File: config.mk
export PLATFORM = sky130hd
export DESIGN_NAME = align_shifter_pipe
export DESIGN_NICKNAME = d
export VERILOG_FILES = /design/src/rtl/align_shifter_pipe_pkg.sv /design/src/rtl/align_shift_stage.sv /design/src/rtl/align_shifter_pipe.sv
export SDC_FILE = /design/constraint.sdc
export NUM_CORES = 1
export LEC_CHECK = 0
export BUFFER_PORTS_ARGS = -buffer_cell sky130_fd_sc_hd__clkbuf_2
export CAP_MARGIN = 40
export CELL_PAD_IN_SITES_DETAIL_PLACEMENT = 1
export CELL_PAD_IN_SITES_GLOBAL_PLACEMENT = 1
export CORE_MARGIN = 10
export CORE_UTILIZATION = 45
export CTS_CLUSTER_SIZE = 25
export DETAILED_ROUTE_END_ITERATION = 12
export PLACE_DENSITY_LB_ADDON = 0.1
export RECOVER_POWER = 25
export SLEW_MARGIN = 20
export SYNTH_ARGS = -nofsm -noshare
export SYNTH_HDL_FRONTEND = slang
export SYNTH_SLANG_ARGS = --single-unit
File: constraint.sdc
create_clock -name clk -period 2.6 [get_ports clk]
set_clock_uncertainty 0.05 [all_clocks]
set_input_delay 0.39 -clock clk [delete_from_list [all_inputs] [get_ports clk]]
set_output_delay 0.39 -clock clk [all_outputs]
set_load 0.03 [all_outputs]
File: src/rtl/align_shifter_pipe_pkg.sv
// align_shifter_pipe_pkg: default widths, per-stage shift-bit slicing and the stage payload layout
package align_shifter_pipe_pkg;
  localparam int IN_W_DEF = 26;
  localparam int OUT_W_DEF = 50;
  localparam int SH_W_DEF = 8;
  localparam int STAGES_DEF = 2;
  typedef struct packed {
    int lo;
    int hi;
  } slice_t;
  typedef struct packed {
    logic [OUT_W_DEF-1:0] data;
    logic [SH_W_DEF-1:0]  rem_shift;
    logic                 fill;
    logic                 sticky;
    logic                 zero;
  } payload_t;
  function automatic slice_t stage_bits(input int stage, input int sh_w, input int stages);
    int per;
    slice_t r;
    per = (sh_w + stages - 1) / stages;
    r.lo = stage * per;
    r.hi = (r.lo + per > sh_w ? sh_w : r.lo + per) - 1;
    return r;
  endfunction
endpackage

File: src/rtl/align_shift_stage.sv
// align_shift_stage: one elastic register stage applying shift bits LO..HI (ports: in_*/out_* valid/ready + data, rem, fill, sticky, zero)
module align_shift_stage
  import align_shifter_pipe_pkg::*;
#(
  parameter int OUT_W = OUT_W_DEF,
  parameter int SH_W  = SH_W_DEF,
  parameter int LO    = 0,
  parameter int HI    = 0
) (
  input  logic             clk,
  input  logic             rst_n,
  input  logic             in_valid,
  output logic             in_ready,
  input  logic [OUT_W-1:0] in_data,
  input  logic [SH_W-1:0]  in_rem,
  input  logic             in_fill,
  input  logic             in_sticky,
  input  logic             in_zero,
  output logic             out_valid,
  input  logic             out_ready,
  output logic [OUT_W-1:0] out_data,
  output logic [SH_W-1:0]  out_rem,
  output logic             out_fill,
  output logic             out_sticky,
  output logic             out_zero
);
  localparam logic [OUT_W-1:0] ONES = '1;
  logic [OUT_W-1:0] d;
  logic [SH_W-1:0]  rem;
  logic             st;
  // sub-shifts of 2^k >= OUT_W flush the whole field into sticky
  always_comb begin
    d = in_data;
    st = in_sticky;
    rem = in_rem;
    for (int k = LO; k <= HI; k++) begin
      if (in_rem[k]) begin
        if ((1 << k) >= OUT_W) begin
          st = st | (|d);
          d = {OUT_W{in_fill}};
        end else begin
          st = st | (|(d & ~(ONES << (1 << k))));
          d = (d >> (1 << k)) | (in_fill ? ~(ONES >> (1 << k)) : '0);
        end
        rem[k] = 1'b0;
      end
    end
  end
  assign in_ready = !out_valid || out_ready;
  always_ff @(posedge clk or negedge rst_n) begin
    if (!rst_n) out_valid <= 1'b0;
    else if (in_ready) out_valid <= in_valid;
  end
  always_ff @(posedge clk or negedge rst_n) begin
    if (!rst_n) begin
      out_data <= '0;
      out_rem <= '0;
      out_fill <= 1'b0;
      out_sticky <= 1'b0;
      out_zero <= 1'b0;
    end else if (in_ready && in_valid) begin
      out_data <= d;
      out_rem <= rem;
      out_fill <= in_fill;
      out_sticky <= st;
      out_zero <= in_zero;
    end
  end
endmodule

File: src/rtl/align_shifter_pipe.sv
// align_shifter_pipe: pipelined right-align shifter with fill, sticky and zero (ports: in_valid/in_ready/in_data/in_shift/in_sig, out_valid/out_ready/out_data/out_sticky/out_zero)
module align_shifter_pipe
  import align_shifter_pipe_pkg::*;
#(
  parameter int IN_W   = IN_W_DEF,
  parameter int OUT_W  = OUT_W_DEF,
  parameter int SH_W   = SH_W_DEF,
  parameter int STAGES = STAGES_DEF
) (
  input  logic             clk,
  input  logic             rst_n,
  input  logic             in_valid,
  output logic             in_ready,
  input  logic [IN_W-1:0]  in_data,
  input  logic [SH_W-1:0]  in_shift,
  input  logic             in_sig,
  output logic             out_valid,
  input  logic             out_ready,
  output logic [OUT_W-1:0] out_data,
  output logic             out_sticky,
  output logic             out_zero
);
  logic             v   [0:STAGES];
  logic             r   [0:STAGES];
  logic [OUT_W-1:0] d   [0:STAGES];
  logic [SH_W-1:0]  rem [0:STAGES];
  logic             f   [0:STAGES];
  logic             st  [0:STAGES];
  logic             z   [0:STAGES];
  assign v[0] = in_valid;
  assign in_ready = r[0];
  assign d[0] = OUT_W'(in_data) << (OUT_W - IN_W);
  assign rem[0] = in_shift;
  assign f[0] = in_sig & (|in_data);
  assign st[0] = 1'b0;
  assign z[0] = ~|in_data;
  assign r[STAGES] = out_ready;
  assign out_valid = v[STAGES];
  assign out_data = d[STAGES];
  assign out_sticky = st[STAGES];
  assign out_zero = z[STAGES];
  for (genvar s = 0; s < STAGES; s++) begin : g_stage
    localparam slice_t B = stage_bits(s, SH_W, STAGES);
    align_shift_stage #(
      .OUT_W(OUT_W),
      .SH_W (SH_W),
      .LO   (B.lo),
      .HI   (B.hi)
    ) u_stage (
      .clk       (clk),
      .rst_n     (rst_n),
      .in_valid  (v[s]),
      .in_ready  (r[s]),
      .in_data   (d[s]),
      .in_rem    (rem[s]),
      .in_fill   (f[s]),
      .in_sticky (st[s]),
      .in_zero   (z[s]),
      .out_valid (v[s+1]),
      .out_ready (r[s+1]),
      .out_data  (d[s+1]),
      .out_rem   (rem[s+1]),
      .out_fill  (f[s+1]),
      .out_sticky(st[s+1]),
      .out_zero  (z[s+1])
    );
  end
endmodule

After elaboration in Yosys (flattened, before gate mapping) --
Index checks and enable logic that the tools add are counted.
Cells by class: mux-type cells 21, bitwise gates (word level) 13, reductions and logical operators 15
Operator list (number):
- $mux 50 | 14
- $reduce_or 50->1 | 2
- $or 18x50->50 | 1
- $or 34x50->50 | 1
- $or 42x50->50 | 1
- $or 46x50->50 | 1
- $or 48x50->50 | 1
- $or 49x50->50 | 1
- $reduce_or 32->1 | 1
- $reduce_or 26->1 | 1
- $reduce_or 16->1 | 1
- $reduce_or 8->1 | 1
- $mux 1 | 7
- $or 1x1->1 | 6
- $reduce_or 4->1 | 1
- $logic_not 1->1 | 3
- $logic_and 1x1->1 | 2
- $logic_or 1x1->1 | 2
- $reduce_or 2->1 | 1
- $and 1x1->1 | 1
Storage, ports and cells: bits in registers 111, input bits 39, output and inout port bits 54, word-level logic and storage cells 59

Logic depth before layout (Yosys ltp) --
depth after elaboration 12, depth in mapped cells 9, depth with buffers taken out 6

Cells and area by module --
Synthesis repeated with hierarchy kept, for this count alone.
Unflattened totals: cell total of the unflattened synthesis 871, area total of the unflattened synthesis 8318.0 µm²
By module, submodules not included:
- align_shift_stage at g_stage[0].u_stage | instances 1, cells an instance 466, area each 4595.7 µm²
- align_shift_stage at g_stage[1].u_stage | instances 1, cells an instance 393, area each 3654.8 µm²
- align_shifter_pipe | instances 1, cells an instance 12, area each 67.6 µm²

Worst setup path after synthesis --
No wires, ideal clock.
path kind register to register, start reg g_stage[1].u_stage.out_valid, end reg g_stage[0].u_stage.out_data[13], library setup time 121 ps, data arrival time 1903 ps, data required time 2429 ps, slack 526 ps, cell stages (with the launch flop) 7, buffers on the path 2, clock period less this slack 2074 ps, path through dfrtp_1 nand3b_1 nand2_1 clkbuf_1 clkbuf_1 nor2_1 a22o_1
Between the ends: word-level cells in the longest chain between the ends 4
RTL lines:
- from (decl) | line align_shift_stage.sv:19 | output logic out_valid,
- from (signal assigned) | line align_shift_stage.sv:52 | else if (in_ready) out_valid <= in_valid;
- $logic_not 1->1 | line align_shift_stage.sv:49 | assign in_ready = !out_valid || out_ready;
- $logic_or 1x1->1 (2 in series) | line align_shift_stage.sv:49
- via in_ready | line align_shifter_pipe.sv:13 | output logic in_ready,
- $logic_and 1x1->1 | line align_shift_stage.sv:61 | end else if (in_ready && in_valid) begin
- to (signal assigned) | line align_shift_stage.sv:56 | out_data <= '0;
- to (signal assigned) | line align_shift_stage.sv:62 | out_data <= d;
- to (decl) | line align_shift_stage.sv:21 | output logic [OUT_W-1:0] out_data,
The timed path passes the listed nets, and every way through them passes these cells. A chain may end at the register's enable or synchronous reset.

Final worst setup path --
start reg g_stage[0].u_stage.out_data[27], end reg g_stage[1].u_stage.out_sticky
Between the ends: word-level cells in the longest chain between the ends 9, elaborated cells on any way between the ends 13, classes of those cells mux: 6; bitwise: 4; reduce/logical: 3
RTL lines:
- $or 34x50->50 | line align_shift_stage.sv:43 | d = (d >> (1 << k)) | (in_fill ? ~(ONES >> (1 << k)) : '0);
- $mux 50 * | line align_shift_stage.sv:37 | if (in_rem[k]) begin
- $reduce_or 32->1 | line align_shift_stage.sv:42 | st = st | (|(d & ~(ONES << (1 << k))));
- $or 1x1->1 | line align_shift_stage.sv:42
- $mux 1 | line align_shift_stage.sv:37
- $or 1x1->1 | line align_shift_stage.sv:39 | st = st | (|d);
- $mux 1 | line align_shift_stage.sv:37
- $or 1x1->1 | line align_shift_stage.sv:39
- $mux 1 * | line align_shift_stage.sv:37
- to (signal assigned) | line align_shift_stage.sv:65 | out_sticky <= st;
- to (decl) | line align_shift_stage.sv:24 | output logic out_sticky,
Mark *: on every way between the ends. The rest lies on a longest branch, timed or not.

==> run_results.csv <==
group,metric,value,unit
pwr,max-vdd-ir-drop,0.0003594,V
synth,synth_cells,760,
outcome,status,"completed",
die,die_w,142.9,um
flow_run,max_cap_violations,0,
global_routing,grt_pass1_wl,36750,um
worst_setup_path,path_cells,"nor4_1 > nand4_1 > a2111oi_0 > a21boi_1 > a2111oi_2 > a31oi_1",
layout,drive_gt1_share,27.32,%
route,drtAntennaViolNets,0,
sta,finalHoldViolations,0,
worst_setup_path,crit_family,"compound AO/OA/AOI/OAI gates",
synth,synth_nets,799,
worst_setup_path,slowest_stage,"nor4_1",
sta,rsz0062_at_grt,"false",
worst_setup_path,critical_path_buf_inv_count,0,
placed_design,io_buffers,92,
clock_tree,cts_made_buffers,9,
global_routing,grt_usage,23.13,%
sta,finalCritPeriodShare,92.79,%
die,ios,93,
sta,tightest_slew,0.7706,ns
die,num_rows,44,
worst_setup_path,cp-end-kind,"flip-flop",
synth,netlist_area,6797,um^2
worst_hold_path,min_path_type,"input pin to flip-flop",
clock_tree,clockBufferDepth,2,
route,via_count,6101,
global_routing,grt_max_degree,55,
synth,synth.top_cells.by_area,"dfrtp_1 37%, mux4_2 8.3%, nand2_1 6.1%",
layout,regArea,2529,um^2
die,start_util,46.41,%
global_routing,grt_antenna_before_repair,0,
synth,synth_edf_count,0,
route,routed_wirelength,23380,um
synth,synth_top_area_share,37.19,%
clock_tree,cts_setup_buffers,0,
layout,nets,844,
worst_setup_path,cp-start-kind,"flip-flop",
clock_tree,clockRootBuffer,"clkbuf_16",
sta,finalSetupViolCount,0,
pwr,leakagePower,0.003364,uW
placed_design,dp_cells,977,
worst_setup_path,path_class,"flip-flop to flip-flop",
worst_setup_path,critical_path_peak_fanout,4,
synth,synth_area_per_cell,8.943,um^2
sta,period_needed,2.413,ns
clock_tree,htreeDepth,3,
sta,fin_ws,0.1875,ns
synth,synth_cell_type_count,58,
sta,slew_violations,0,
worst_setup_path,rrSetupSlack,0.19,ns
global_routing,grt_pass1_vias,6311,
route,wl_per_cell,23.55,um
clock_tree,clk_pin_slew,0.07,ns
worst_setup_path,max_stage_delay,0.56,ns
placed_design,place_congestion,0.9816,
synth,ys_seq_area_share,37.19,%
sta,relSlewSlack,48.63,%
synth,synthMostInstantiatedCell,"nand2_1",
route,vias_per_cell,6.144,
clock_tree,cts_tree,"done",
placed_design,pre_cts_slack,0.1511,ns
synth,synth_ff_type,"dfrtp_1",
route,drt_iter0_markers,424,
layout,n_fill_cell,1738,
clock_tree,cts.sinks,101,
sta,setup_tns,0,ns
layout,antenna_cells,0,
layout,finalNonFillerCells,993,
die,dieArea,20420,um^2
clock_tree,insertion_delay,0.35,ns
synth,synth_common_cells,"110 x nand2_1, 101 x dfrtp_1, 77 x o21ai_0, 57 x a21oi_1",
route,firstDrtPassIters,5,
synth,async_reset_ff_share,100.0,%
synth,ys_warn_count,0,
worst_setup_path,cp.arrival,2.58,ns
layout,multi_input_area,3597,um^2
pwr,power_density,799.8,nW/um^2
die,die-height,142.9,um
worst_setup_path,required,2.77,ns
route,drc_errors,0,
layout,area.growth.synth_to_final,12.21,%
sta,fmaxAchievable,414.5,MHz
global_routing,overflow,0,
synth,ys_ff_latch,101,
layout,fin_util,52.08,%
die,core_area,14640,um^2
synth,synth_top_area_cell,"dfrtp_1",
placed_design,place_hpwl,18590,um
-- repair_timing --
item / in CTS / in global routing
hold buffers: 1 / 0
setup endpoints to repair: 0 / 1
gates resized for setup: 0 / 1
endpoints found under the hold margin: 12 / 0
-- per-stage QoR --
step,hold WS [ns],power (uW),cell area [um^2]
global route,0.2010,6422,7626
global placement,0.2039,4582,7298
finish,0.1877,6100,7626
detailed placement,0.2088,4649,7306
CTS,0.1876,6134,7636
floorplan,0.04441,4003,6797
-- area by class of cell --
type                       count  area share (%)
multi-input combinational    535           47.17
sequential                   101           33.16
timing repair buffer         146           11.86
tap                          184           3.019
clock buffer                   9           2.953
clock inverter                 6           1.247
inverter                      12          0.5906
-- final timing paths --
check                                                start                               to  depth (start not counted)
setup / recovery           g_stage[0].u_stage.out_data[27]    g_stage[1].u_stage.out_sticky                          6
hold / removal                                 in_shift[5]    g_stage[0].u_stage.out_rem[5]                          3
setup reg to reg           g_stage[0].u_stage.out_data[27]    g_stage[1].u_stage.out_sticky                          6
hold reg to reg             g_stage[1].u_stage.out_data[8]   g_stage[1].u_stage.out_data[8]                          2
max in group asynchronous                            rst_n  g_stage[0].u_stage.out_data[26]                          3
min in group asynchronous                            rst_n  g_stage[1].u_stage.out_data[32]                          2
-- tightest hold or removal path: stages --
cell	delay [ns]
clkbuf_2	0.08
nand2_1	0.04
nand2_1	0.05
-- state kept, by name, indices dropped and copies added (netlist names) --
signal / cells
g_stage.u_stage.out_zero: 2
g_stage.u_stage.out_rem: 4
g_stage.u_stage.out_sticky: 1
g_stage.u_stage.out_data: 91
g_stage.u_stage.out_fill: 1
g_stage.u_stage.out_valid: 2
-- report_power, final --
group	switching, uW	total, uW	leakage (uW)	internal, uW
logic	1520	2360	0.00196	840
registers	356	2260	0.00125	1910
clock network	629	1480	0.000150	849
total	2510	6100	0.00336	3590
-- cell usage in the layout (no fill, tap or decap), types with 3 or more instances in the layout --
master | Yosys | layout
nand2_1 | 110 | 108
dfrtp_1 | 101 | 100
clkbuf_2 | 1 | 91
o21ai_0 | 77 | 77
a21oi_1 | 57 | 57
nor2_1 | 50 | 49
buf_4 | 50 | 49
mux2i_1 | 39 | 39
mux2_2 | 25 | 25
mux4_2 | 25 | 25
a31oi_1 | 20 | 20
nor4_1 | 14 | 13
nor3_1 | 13 | 13
nand2b_1 | 11 | 11
o31ai_1 | 11 | 11
inv_1 | 10 | 10
clkbuf_16 | 0 | 9
a22oi_1 | 7 | 7
nand3_1 | 6 | 6
a211oi_1 | 5 | 5
a21o_1 | 4 | 4
nand4_1 | 4 | 4
o21a_1 | 4 | 4
o211ai_1 | 4 | 4
o22ai_1 | 4 | 4
a22o_1 | 4 | 4
nor2b_1 | 3 | 3
or3_1 | 3 | 3
buf_12 | 0 | 3
-- per-layer routing --
layer	track usage [%]	routed length [um]
met1	30.22	10460
met2	37.77	11110
met3	4.279	1142
met4	7.926	674
met5	0	0
-- logic make-up (layout without fill, tap and decap cells) --
group	after synthesis	after routing	synth area share [%]
buf+inv	124	173	10.09
simple gates	221	221	14.27
flops	101	101	37.19
mux	90	90	18.39
compound gates	224	224	20.07
Power figures use the tool's default switching activity.
